$ cat src/rtl/prog_clock_divider.sv
`default_nettype none
// +--------------------------------------------------------------------------+
// | Module      : prog_clock_divider                                         |
// | Description : WIDTH-bit counter/clock divider with a runtime-programmable |
// |               modulus (div_in, 0 encodes 2^WIDTH), count enable,         |
// |               synchronous clear, registered divided clock, terminal-     |
// |               count flag and a divisor change that applies at the next   |
// |               wrap. Optional macro WRAP_COUNT_EN adds a saturating       |
// |               wrap counter output (wrap_count).                          |
// | Revision    : 1.0 - initial release                                      |
// +--------------------------------------------------------------------------+
module prog_clock_divider #(
  parameter int WIDTH       = 4,
  parameter int DEFAULT_DIV = 0,
  parameter int WRAP_WIDTH  = 8
) (
  input  logic             clock,
  input  logic             reset_n,
  input  logic             enable,
  input  logic             clear,
  input  logic [WIDTH-1:0] div_in,
  input  logic             div_load,
  output logic [WIDTH-1:0] counter,
  output logic             div_out,
  output logic             tc,
  output logic             div_pending
`ifdef WRAP_COUNT_EN
  ,
  output logic [WRAP_WIDTH-1:0] wrap_count
`endif
);

  localparam logic [WIDTH-1:0] c_default_code = WIDTH'(DEFAULT_DIV);
  // Divisor value selected by code 0: 2^WIDTH, needs the extra bit.
  localparam logic [WIDTH:0]   c_full_div     = {1'b1, {WIDTH{1'b0}}};
  localparam logic [WIDTH:0]   c_one_wide     = (WIDTH+1)'(1);
  localparam logic [WIDTH-1:0] c_one_cnt      = WIDTH'(1);

  // Elaboration-time parameter sanity checks.
  if (WIDTH < 1) begin : g_width_check
    $error("prog_clock_divider: WIDTH must be at least 1");
  end
  if (WRAP_WIDTH < 1) begin : g_wrap_width_check
    $error("prog_clock_divider: WRAP_WIDTH must be at least 1");
  end
  if ((DEFAULT_DIV < 0) || (DEFAULT_DIV >= (2 ** WIDTH))) begin : g_default_div_check
    $error("prog_clock_divider: DEFAULT_DIV must fit in WIDTH bits");
  end

  logic [WIDTH-1:0] counter_q, counter_d;
  logic [WIDTH-1:0] active_q, active_d;
  logic [WIDTH-1:0] pend_q, pend_d;
  logic             div_out_q, div_out_d;
  logic             pending_q, pending_d;

  logic [WIDTH:0]   w_div;
  logic [WIDTH:0]   w_high_start;
  logic             w_tc;
  logic             w_wrap;
  logic             w_apply;
  logic [WIDTH-1:0] w_apply_code;

  // Decode active divisor, high-phase start point and wrap/apply conditions.
  always_comb begin
    w_div        = (active_q == '0) ? c_full_div : {1'b0, active_q};
    // Low phase gets the odd cycle: low ceil(D/2), high floor(D/2).
    w_high_start = w_div - (w_div >> 1);
    w_tc         = ({1'b0, counter_q} == (w_div - c_one_wide));
    w_wrap       = enable && !clear && w_tc;
    w_apply      = clear || w_wrap;
    // A load coinciding with wrap/clear bypasses the pending register.
    w_apply_code = div_load ? div_in : pend_q;
  end

  // Next-state logic for counter, divided clock and divisor registers.
  always_comb begin
    counter_d = counter_q;
    div_out_d = div_out_q;
    active_d  = active_q;
    pend_d    = div_load ? div_in : pend_q;
    pending_d = pending_q | div_load;

    // Divisor changes only when the count restarts at 0, so the counter
    // can never sit above the new D-1.
    if (w_apply) begin
      active_d  = w_apply_code;
      pending_d = 1'b0;
    end

    if (clear) begin
      counter_d = '0;
      div_out_d = 1'b0;
    end else if (enable) begin
      counter_d = w_tc ? '0 : (counter_q + c_one_cnt);
      // Registered from the next count so div_out lines up with counter.
      div_out_d = ({1'b0, counter_d} >= w_high_start);
    end
  end

  // State registers with asynchronous active-low reset.
  always_ff @(posedge clock or negedge reset_n) begin
    if (!reset_n) begin
      counter_q <= '0;
      div_out_q <= 1'b0;
      active_q  <= c_default_code;
      pend_q    <= c_default_code;
      pending_q <= 1'b0;
    end else begin
      counter_q <= counter_d;
      div_out_q <= div_out_d;
      active_q  <= active_d;
      pend_q    <= pend_d;
      pending_q <= pending_d;
    end
  end

  assign counter     = counter_q;
  assign div_out     = div_out_q;
  assign tc          = w_tc;
  assign div_pending = pending_q;

`ifdef WRAP_COUNT_EN
  logic [WRAP_WIDTH-1:0] wrap_count_q, wrap_count_d;

  // Saturating count of wraps; clear does not count as a wrap.
  always_comb begin
    wrap_count_d = wrap_count_q;
    if (w_wrap && (wrap_count_q != '1)) begin
      wrap_count_d = wrap_count_q + WRAP_WIDTH'(1);
    end
  end

  // Wrap counter register, cleared only by reset.
  always_ff @(posedge clock or negedge reset_n) begin
    if (!reset_n) begin
      wrap_count_q <= '0;
    end else begin
      wrap_count_q <= wrap_count_d;
    end
  end

  assign wrap_count = wrap_count_q;
`endif

endmodule
`default_nettype wire

$ cat config.mk
export PLATFORM = sky130hd
export DESIGN_NAME = prog_clock_divider
export DESIGN_NICKNAME = d
export VERILOG_FILES = /design/src/rtl/prog_clock_divider.sv
export SDC_FILE = /design/constraint.sdc
export NUM_CORES = 1
export LEC_CHECK = 0
export ABC_AREA = 1
export CAP_MARGIN = 20
export CORE_MARGIN = 2
export CORE_UTILIZATION = 50
export DETAILED_ROUTE_END_ITERATION = 8
export PLACE_DENSITY = 0.79
export SYNTH_ARGS = -nofsm -noshare
export SYNTH_HDL_FRONTEND = slang
export SYNTH_SLANG_ARGS = --single-unit
$ cat constraint.sdc
create_clock -name clock -period 3.25 [get_ports clock]
set_clock_uncertainty 0.15 [all_clocks]
set_input_delay 0.65 -clock clock [delete_from_list [all_inputs] [get_ports clock]]
set_output_delay 0.65 -clock clock [all_outputs]
set_load 0.01 [all_outputs]
Word level (Yosys, flattened, before mapping)
Index checks and enable logic that the tools add are counted.
{"block": "classes", "addsub": 3, "magnitude_cmp": 1, "n_eq_ne": 1, "n_mux": 8, "n_bitwise": 1, "n_reduce_logical": 6}
{"op": "4-bit 2-to-1 mux", "n": 4}
{"op": "4-bit by 5-bit equality test with 1-bit output", "n": 1}
{"op": "4-bit by 5-bit greater-or-equal comparator with 1-bit output", "n": 1}
{"op": "5-bit 2-to-1 mux", "n": 1}
{"op": "5-bit by 1-bit subtractor with 5-bit output (second input constant)", "n": 1}
{"op": "5-bit by 4-bit subtractor with 5-bit output", "n": 1}
{"op": "4-bit by 1-bit adder with 4-bit output (second input constant)", "n": 1}
{"op": "4-bit zero test", "n": 1}
{"op": "1-bit 2-to-1 mux", "n": 3}
{"op": "1-bit logical AND", "n": 2}
{"op": "2-bit nonzero test", "n": 1}
{"op": "1-bit zero test", "n": 1}
{"op": "1-bit logical OR", "n": 1}
{"op": "1-bit bitwise OR", "n": 1}
{"block": "word_totals", "reg_bits": 14, "inputBits": 9, "output_inout_bits": 7, "wordCells": 25}

Depth between registers and ports, before layout
Gate-level depths: netlist of the first run.
{"block": "logic_depth", "word_depth": 8, "depth_mapped": 20, "mapped_depth_nobuf": 20}

Worst setup path after synthesis of the first run
No wires, ideal clock.
{"block": "synth_timing", "path_type": "reg-to-reg", "startpoint": "register active_q[3]", "endpoint": "register div_out_q (netlist: div_out)", "setup_ns": 0.116, "arrival_ns": 2.353, "t_required_ns": 2.984, "path_slack_ns": 0.630, "stages_incl_launch_ff": 21, "path_buffers": 0, "synth_period_minus_slack_ns": 2.620, "cell_sequence": "dfrtp_1 > inv_1 > ha_1 > nand2_2 > nand2_1 > ha_1 > nand3_1 > nand2_1 > inv_1 > nand2_1 > nand2_2 > nand2_2 > inv_1 > nor2_1 > ha_1 > o21ai_0 > a21boi_0 > o21ai_0 > nand2_1 > nand2_1 > nand2_1"}
{"block": "synth_between", "elab_chain_len": 8, "word_cells_on_any_way": 9, "cone_classes": "2 x add/sub; 1 x order compare; 1 x eq/ne; 4 x mux; 1 x reduce/logical"}
{"item": "start, declared", "line_no": "51", "source": "logic [WIDTH-1:0] active_q, active_d;"}
{"item": "start signal, assigned", "line_no": "105", "source": "active_q <= c_default_code;"}
{"item": "start signal, assigned", "line_no": "111", "source": "active_q <= active_d;"}
{"item": "4-bit zero test", "line_no": "65", "source": "w_div = (active_q == '0) ? c_full_div : {1'b0, active_q};"}
{"item": "5-bit 2-to-1 mux (*)", "line_no": "65"}
{"item": "5-bit by 1-bit subtractor with 5-bit output (*)", "line_no": "68", "source": "w_tc = ({1'b0, counter_q} == (w_div - c_one_wide));"}
{"item": "4-bit by 5-bit equality test with 1-bit output (*)", "line_no": "68"}
{"item": "net tc", "line_no": "25", "source": "output logic tc,"}
{"item": "4-bit 2-to-1 mux (*)", "line_no": "94", "source": "counter_d = w_tc ? '0 : (counter_q + c_one_cnt);"}
{"item": "4-bit by 5-bit greater-or-equal comparator with 1-bit output (*)", "line_no": "96", "source": "div_out_d = ({1'b0, counter_d} >= w_high_start);"}
{"item": "1-bit 2-to-1 mux (*)", "line_no": "93", "source": "end else if (enable) begin"}
{"item": "1-bit 2-to-1 mux (*)", "line_no": "90", "source": "if (clear) begin"}
{"item": "end signal, assigned", "line_no": "110", "source": "div_out_q <= div_out_d;"}
{"item": "end, declared", "line_no": "53", "source": "logic div_out_q, div_out_d;"}
The timed path passes the listed nets; every way through them passes the cells marked *. The select of a mux whose other input is x is not followed.
A chain may end at the register's enable or synchronous reset.

Worst setup path after layout of the first run
{"block": "layout_timing", "startpoint": "register active_q[0]", "endpoint": "output port tc"}
{"block": "layout_between", "elab_chain_len": 4}
{"item": "4-bit zero test", "line_no": "65"}
{"item": "5-bit 2-to-1 mux (*)", "line_no": "65"}
{"item": "5-bit by 1-bit subtractor with 5-bit output (*)", "line_no": "68"}
{"item": "4-bit by 5-bit equality test with 1-bit output (*)", "line_no": "68"}
{"item": "end, declared", "line_no": "25"}
Mark *: on every way between the ends. The rest lies on a longest branch, timed or not.

==> impl_metrics.csv, run 1 <==
group,metric,value,unit
setup_path,worst_ep_required_time,2.45,ns
cells_and_area,flow.area_growth_from_synthesis,23.79,%
placed_design,final_weighted_congestion_in_routability_driven_placement,0.8927,
global_route,globalRoute.totalOverflow,0,
cells_and_area,antennaDiodeCount,0,
yosys,syn_inst,145,
hold_path,hold_depth,2,
sta,setup_violations,0,
global_route,groute.usage.overall,0.2191,
setup_path,critical_path.startpoint,"active_q[0]$_DFFE_PN0N_",
cells_and_area,num-nets-final,191,
sta,timing.final.hold_violations,0,
setup_path,crit_path_start_kind,"register",
placed_design,placement.io_buffers,15,
yosys,netlist-cell-type-count,21,
placed_design,placedCellCount,188,
pwr,irDropWorstVdd,0.3745,mV
sta,finalCriticalPeriod,3.015,ns
clocking,cts_buffer_depth,2,
clocking,clkTransAtPathRegs,0.09,ns
floorplan,die_height,50.55,µm
floorplan,pin_count,16,
setup_path,critPathCaptureType,"output port",
cells_and_area,layout-drive-gt1-share,0.1488,
yosys,syn-mean-instance-area,7.473,µm²
hold_path,min_from,"div_out$_DFFE_PN0P_",
flow_run,max_cap_violations,0,
drt,via_count,987,
sta,period_share,0.9277,
global_route,via_count_of_the_first_global_routing_pass,995,
floorplan,row_count,16,
yosys,synthFlopType,"sky130_fd_sc_hd__dfrtp_1",
sta,slew_viol_final,0,
floorplan,core,2002,µm²
drt,route.final.wire_length,2.388,mm
cells_and_area,seq_area,351.6,µm²
yosys,most_frequent_cell_after_synthesis,"sky130_fd_sc_hd__nand2_1",
placed_design,detailed_place_hpwl,1.876,mm
pwr,power_leakage,0.7306,nW
global_route,grt_pass1_wl,4.284,mm
yosys,post-synth-top-area-fraction,0.3233,
sta,timing.setup.tns,0,ns
yosys,synth_edf_count,0,
drt,dr.first_iter.drc_count,22,
setup_path,timing.reg2reg.worst_path_depth,18,
clocking,h-tree-depth,1,
hold_path,hold_path_class,"reg2reg",
pwr,power.total,661.3,µW
sta,worst_pin_slew,0.6261,ns
yosys,yosys_register_bits,14,
clocking,clock_latency,0.29,ns
drt,avgRoutedWirePerCell,12.25,µm
floorplan,initial_core_util,0.5412,
yosys,async_reset_ff_frac,1.000,
global_route,pin_count_of_the_biggest_net_entering_global_routing,15,
setup_path,worst_ep_arrival_time,2.22,ns
clocking,cts_tree,"built",
clocking,numClockSinks,14,
yosys,mappedNetlistNets,167,
yosys,post-synth-top-area-cell,"sky130_fd_sc_hd__dfrtp_1",
cells_and_area,finalNonFillerCells,195,
cells_and_area,filler_cell_count,157,
setup_path,worst_setup_path_type,"reg2out",
drt,via_per_inst,5.062,
floorplan,dieWidth,50.55,µm
drt,remaining_antenna_violation_count,0,
yosys,ys_warn_count,0,
drt,drc_errors,0,
yosys,synth.top_cells.by_count,"sky130_fd_sc_hd__nand2_1, sky130_fd_sc_hd__inv_1, sky130_fd_sc_hd__dfrtp_1, sky130_fd_sc_hd__nand3_1, sky130_fd_sc_hd__ha_1",
clocking,cts-buffers-inserted,3,
setup_path,rr_startpoint,"active_q[0]$_DFFE_PN0N_",
clocking,clockRootBuffer,"sky130_fd_sc_hd__clkbuf_4",
yosys,netlist_top_cells_area,"sky130_fd_sc_hd__dfrtp_1, sky130_fd_sc_hd__nand2_1, sky130_fd_sc_hd__ha_1",
yosys,ys_seq_area_frac,0.3233,
cells_and_area,multiInputGateArea,639.4,µm²
setup_path,worstPathMaxFanout,9,
yosys,syn_area,1084,µm²
sta,clock.fmax,331.7,MHz
global_route,grt_antenna_before_repair,0,
outcome,outcome,"finished clean",
sta,slew_headroom,0.5813,
floorplan,die-area,2555,µm²
sta,rsz0062_at_grt,"false",
pwr,p_per_area,493.0,nW/µm²
drt,dr.pass1.iters,4,
[worst max-delay path, cell delays in order (launching register included)]
cell and delay, ns:
sky130_fd_sc_hd__dfrtp_1 0.37, sky130_fd_sc_hd__inv_1 0.07, sky130_fd_sc_hd__ha_1 0.25, sky130_fd_sc_hd__nand2_4 0.14, sky130_fd_sc_hd__nand2_1 0.09, sky130_fd_sc_hd__ha_1 0.20, sky130_fd_sc_hd__nand3_1 0.08, sky130_fd_sc_hd__nand2_1 0.07
sky130_fd_sc_hd__inv_1 0.05, sky130_fd_sc_hd__nand2_1 0.05, sky130_fd_sc_hd__nand2_2 0.09, sky130_fd_sc_hd__nand2_2 0.09, sky130_fd_sc_hd__inv_1 0.10, sky130_fd_sc_hd__dlygate4sd2_1 0.27
[where the power goes]
group / internal (mW) / total, mW / leakage, nW / switching (mW)
sequential: 0.197 / 0.215 / 0.174 / 0.0177
clock: 0.0683 / 0.128 / 0.0210 / 0.0601
combinational: 0.137 / 0.318 / 0.535 / 0.182
total: 0.402 / 0.661 / 0.731 / 0.260
[registers in the layout, indices dropped and copies added (netlist names)]
signal	count
active_q	4
counter	4
div_out	1
div_pending	1
pend_q	4
[stage by stage]
step	setup slack [ns]	hold WS, ns	utilization	instance area, µm²
finish	0.2348	0.3428	0.6700	1341
global route	0.006628	0.3730	0.6700	1341
CTS	0.2638	0.3445	0.6700	1341
detailed placement	0.1576	0.3146	0.6369	1275
global placement	0.2622	0.3216	0.6369	1275
floorplan	0.6302	0.2044	-	1084
[final cells by class]
| type | count | area share |
|---|---|---|
| timing repair buffer | 19 | 0.1334 |
| clock buffer | 4 | 0.02705 |
| inverter | 27 | 0.07556 |
| tap | 27 | 0.02519 |
| sequential | 14 | 0.2621 |
| multi-input combinational | 104 | 0.4767 |
[metal layers]
metal / routed length, µm / track usage / up-vias
met2: 1221 / 0.3904 / 22
met3: 111 / 0.05357 / 4
met4: 13 / 0.02703 / 0
met1: 1042 / 0.2753 / 464
li1: - / - / 497
met5: 0 / 0 / -
[what timing repair did]
| action | CTS | global route |
|---|---|---|
| hold buffers | 0 | 0 |
| setup buffers | 3 | 0 |
| setup endpoints to repair | 1 | 0 |
| resized for setup | 4 | 0 |
[cells in the final DEF, fill, tap and decap left out, types with 2 or more instances in the layout]
cell type,n
sky130_fd_sc_hd__nand2_4,2
sky130_fd_sc_hd__nand2_1,44
sky130_fd_sc_hd__dfrtp_1,13
sky130_fd_sc_hd__nand2_2,3
sky130_fd_sc_hd__inv_1,26
sky130_fd_sc_hd__nor2_1,6
sky130_fd_sc_hd__buf_4,4
sky130_fd_sc_hd__a21oi_1,2
sky130_fd_sc_hd__clkbuf_4,3
sky130_fd_sc_hd__o21ai_0,5
sky130_fd_sc_hd__nor2_4,2
sky130_fd_sc_hd__mux2_2,4
sky130_fd_sc_hd__clkdlybuf4s50_1,14
sky130_fd_sc_hd__nand3_1,14
sky130_fd_sc_hd__ha_1,12
sky130_fd_sc_hd__o21ai_1,2
[logic make-up after synthesis]
logic type | synth area share
compound gates | 0.05543
xor+xnor | 0.01617
fa+ha+maj | 0.1501
buf+inv | 0.09353
flops | 0.3233
mux | 0.04157
simple gates | 0.3199
[final timing paths]
kind / endpoint / slack [ns]
worst max register to register: div_out$_DFFE_PN0P_ / 0.46
min in group asynchronous: pend_q[0]$_DFF_PN0_ / 0.59
worst min-delay path: div_out$_DFFE_PN0P_ / 0.34
worst max-delay path: tc / 0.23
worst min register to register: div_out$_DFFE_PN0P_ / 0.34
max in group asynchronous: active_q[2]$_DFFE_PN0N_ / 1.92
Power figures use the tool's default switching activity.
==> run 2, diff against run 1 <==
--- a/config.mk
+++ b/config.mk
@@ -10,7 +10,8 @@
 export CORE_MARGIN = 2
 export CORE_UTILIZATION = 50
 export DETAILED_ROUTE_END_ITERATION = 8
-export PLACE_DENSITY = 0.79
+export DONT_BUFFER_PORTS = 1
+export PLACE_DENSITY = 0.7
 export SYNTH_ARGS = -nofsm -noshare
 export SYNTH_HDL_FRONTEND = slang
 export SYNTH_SLANG_ARGS = --single-unit
==> constraint.sdc (replaced) <==
create_clock -name clock -period 3.25 [get_ports clock]
set_clock_uncertainty 0.15 [all_clocks]
set_input_delay 0.975 -clock clock [delete_from_list [all_inputs] [get_ports clock]]
set_output_delay 0.975 -clock clock [all_outputs]
set_load 0.01 [all_outputs]
==> run 2 against run 1 <==
  * Power is 11% lower
  * Count of clock-buffer cells in the layout is 1 lower
  * Sequential share of layout area is 4.0 points higher
  * Critical path type unchanged
  * Utilization is 8.7 points lower
  * Setup slack worse by 0.040 ns
  * Sequential power is 6% higher
  * Die area stayed put
  * Hold slack worse by 0.10 ns
==> impl_metrics.csv, run 2 (synthesis gave the netlist of run 1 again) <==
group,metric,value,unit
pwr,internal-power,348.0,µW
pwr,combPwrFrac,0.455,
clocking,clkTransAtPathRegs,0.08,ns
cells_and_area,finalNonFillerCells,177,
hold_path,hold_path_class,"in2async",
cells_and_area,final_cell_mix,"sky130_fd_sc_hd__nand2_1, sky130_fd_sc_hd__inv_1, sky130_fd_sc_hd__nand3_1, sky130_fd_sc_hd__dfrtp_1, sky130_fd_sc_hd__ha_1",
global_route,groute.usage.overall,0.1986,
setup_path,critPathCaptureType,"output port",
clocking,clockRootBuffer,"sky130_fd_sc_hd__clkbuf_4",
floorplan,pin_count,16,
global_route,pin_count_of_the_biggest_net_entering_global_routing,15,
setup_path,cp_cell_sequence,"inv_2, ha_2, nand2_4, nand2_1, ha_1, nand3_1, nand2_1, inv_1, nand2_1, nand2_2, nand2_2, inv_2",
global_route,grt_pass1_wl,3.864,mm
pwr,power.share.clock,0.159,
global_route,gr_util_met3,0.04762,
pwr,power.total,588.2,µW
global_route,globalRoute.totalOverflow,0,
pwr,power_frac_seq,0.385,
sta,rsz0062_at_grt,"false",
placed_design,pre_cts_slack,0.3110,ns
drt,remaining_antenna_violation_count,0,
pwr,power_leakage,0.6472,nW
sta,timing.final.hold_violations,0,
setup_path,cpLargestDelayFamily,"simple AND/OR/NAND/NOR gates",
setup_path,crit_path_frequent_cell,"sky130_fd_sc_hd__nand2_1",
floorplan,die-area,2555,µm²
cells_and_area,num-nets-final,174,
cells_and_area,antennaDiodeCount,0,
global_route,global_route.peak_usage_layer,"met2",
flow_run,max_cap_violations,0,
drt,avgRoutedWirePerCell,12.52,µm
placed_design,final_weighted_congestion_in_routability_driven_placement,0.8910,
pwr,p_per_area,503.8,nW/µm²
setup_path,worst_ep_required_time,2.12,ns
placed_design,placedCellCount,173,
global_route,global_route.usage.met2,0.3377,
floorplan,dieWidth,50.55,µm
global_route,globalRouteMet1Util,0.2686,
clocking,clock_latency,0.27,ns
setup_path,crit_path_start_kind,"register",
setup_path,critical_path.startpoint,"active_q[2]$_DFFE_PN0N_",
global_route,via_count_of_the_first_global_routing_pass,878,
floorplan,die_height,50.55,µm
placed_design,detailed_place_hpwl,1.757,mm
setup_path,timing.reg2reg.worst_path_depth,19,
sta,slew_headroom,0.6779,
floorplan,row_count,16,
pwr,irDropWorstVdd,0.2604,mV
cells_and_area,seq_area,352.8,µm²
cells_and_area,layout-drive-gt1-share,0.1733,
clocking,h-tree-depth,1,
setup_path,worst_setup_path_type,"reg2out",
drt,dr.pass1.iters,4,
sta,finalCriticalPeriod,3.056,ns
setup_path,critical_path_buf_inv_count,3,
floorplan,initial_core_util,0.5412,
setup_path,worst_ep_arrival_time,1.93,ns
outcome,outcome,"finished clean",
setup_path,r2r-end,"div_out$_DFFE_PN0P_",
sta,worst_pin_slew,0.4814,ns
clocking,cts_tree,"built",
setup_path,rr_startpoint,"active_q[2]$_DFFE_PN0N_",
placed_design,placement.io_buffers,0,
sta,period_share,0.9402,
placed_design,postPlaceCellArea,1125,µm²
cells_and_area,filler_cell_count,207,
drt,dr.first_iter.drc_count,24,
clocking,cts_buffer_depth,2,
sta,final_critical_path_setup_slack,0.1943,ns
sta,whs,0.2380,ns
sta,slew_viol_final,0,
drt,via_per_inst,5.073,
sta,timing.setup.tns,0,ns
pwr,p_sw,240.2,µW
drt,drc_errors,0,
setup_path,timing.reg2reg.setup_slack,0.47,ns
cells_and_area,flow.area_growth_from_synthesis,7.737,%
drt,via_count,898,
sta,clock.fmax,327.3,MHz
cells_and_area,post_route_standard_cell_area_excluding_fillers,1167,µm²
global_route,grt_antenna_before_repair,0,
setup_path,worstPathMaxFanout,9,
pwr,p_sw_frac,0.4084,
setup_path,critPathSlowestCell,"sky130_fd_sc_hd__dfrtp_2",
cells_and_area,finalCoreUtilization,0.5831,
setup_path,critical_path.max_stage_delay,0.42,ns
floorplan,core,2002,µm²
clocking,cts-buffers-inserted,3,
cells_and_area,multiInputGateArea,641.9,µm²
drt,route.final.wire_length,2.216,mm
cells_and_area,mostFrequentLayoutCell,"sky130_fd_sc_hd__nand2_1",
sta,setup_violations,0,
clocking,numClockSinks,14,
-- run 2: layout make-up --
cell class | count | share of cell area
Tap cell | 27 | 0.02894
Multi-Input combinational cell | 104 | 0.5498
Sequential cell | 14 | 0.3023
Timing Repair Buffer | 2 | 0.01286
Inverter | 27 | 0.08682
Clock buffer | 3 | 0.01929
-- run 2: how the worst max path moves through the flow --
stage | end | slack [ns] | cells past startpoint
after floorplan | tc | 0.52 | 12
after global placement | div_out$_DFFE_PN0P_ | 0.42 | 20
after detailed placement | div_out$_DFFE_PN0P_ | 0.31 | 20
after CTS | tc | 0.004 | 12
after global routing | tc | 0.01 | 12
final | tc | 0.19 | 12
-- run 2: timing repair --
| action | CTS | global route |
|---|---|---|
| hold buffers | 0 | 0 |
| setup buffers | 0 | 1 |
| endpoints found under the setup margin | 0 | 2 |
| resized for setup | 0 | 8 |
-- run 2: power groups by stage --
stage | clock network (mW) | registers [mW] | logic (mW)
5_1_grt | 0.108 | 0.230 | 0.319
3_3_place_gp | 0 | 0.228 | 0.249
4_1_cts | 0.0962 | 0.226 | 0.261
6_report | 0.0938 | 0.227 | 0.268
2_1_floorplan | 0 | 0.223 | 0.207
3_5_place_dp | 0 | 0.229 | 0.259
-- run 2: layer usage --
layer | part of all wire | up-vias
met5 | 0 | -
met4 | 0 | 0
met3 | 0.047 | 0
met2 | 0.49 | 21
met1 | 0.47 | 413
li1 | - | 464
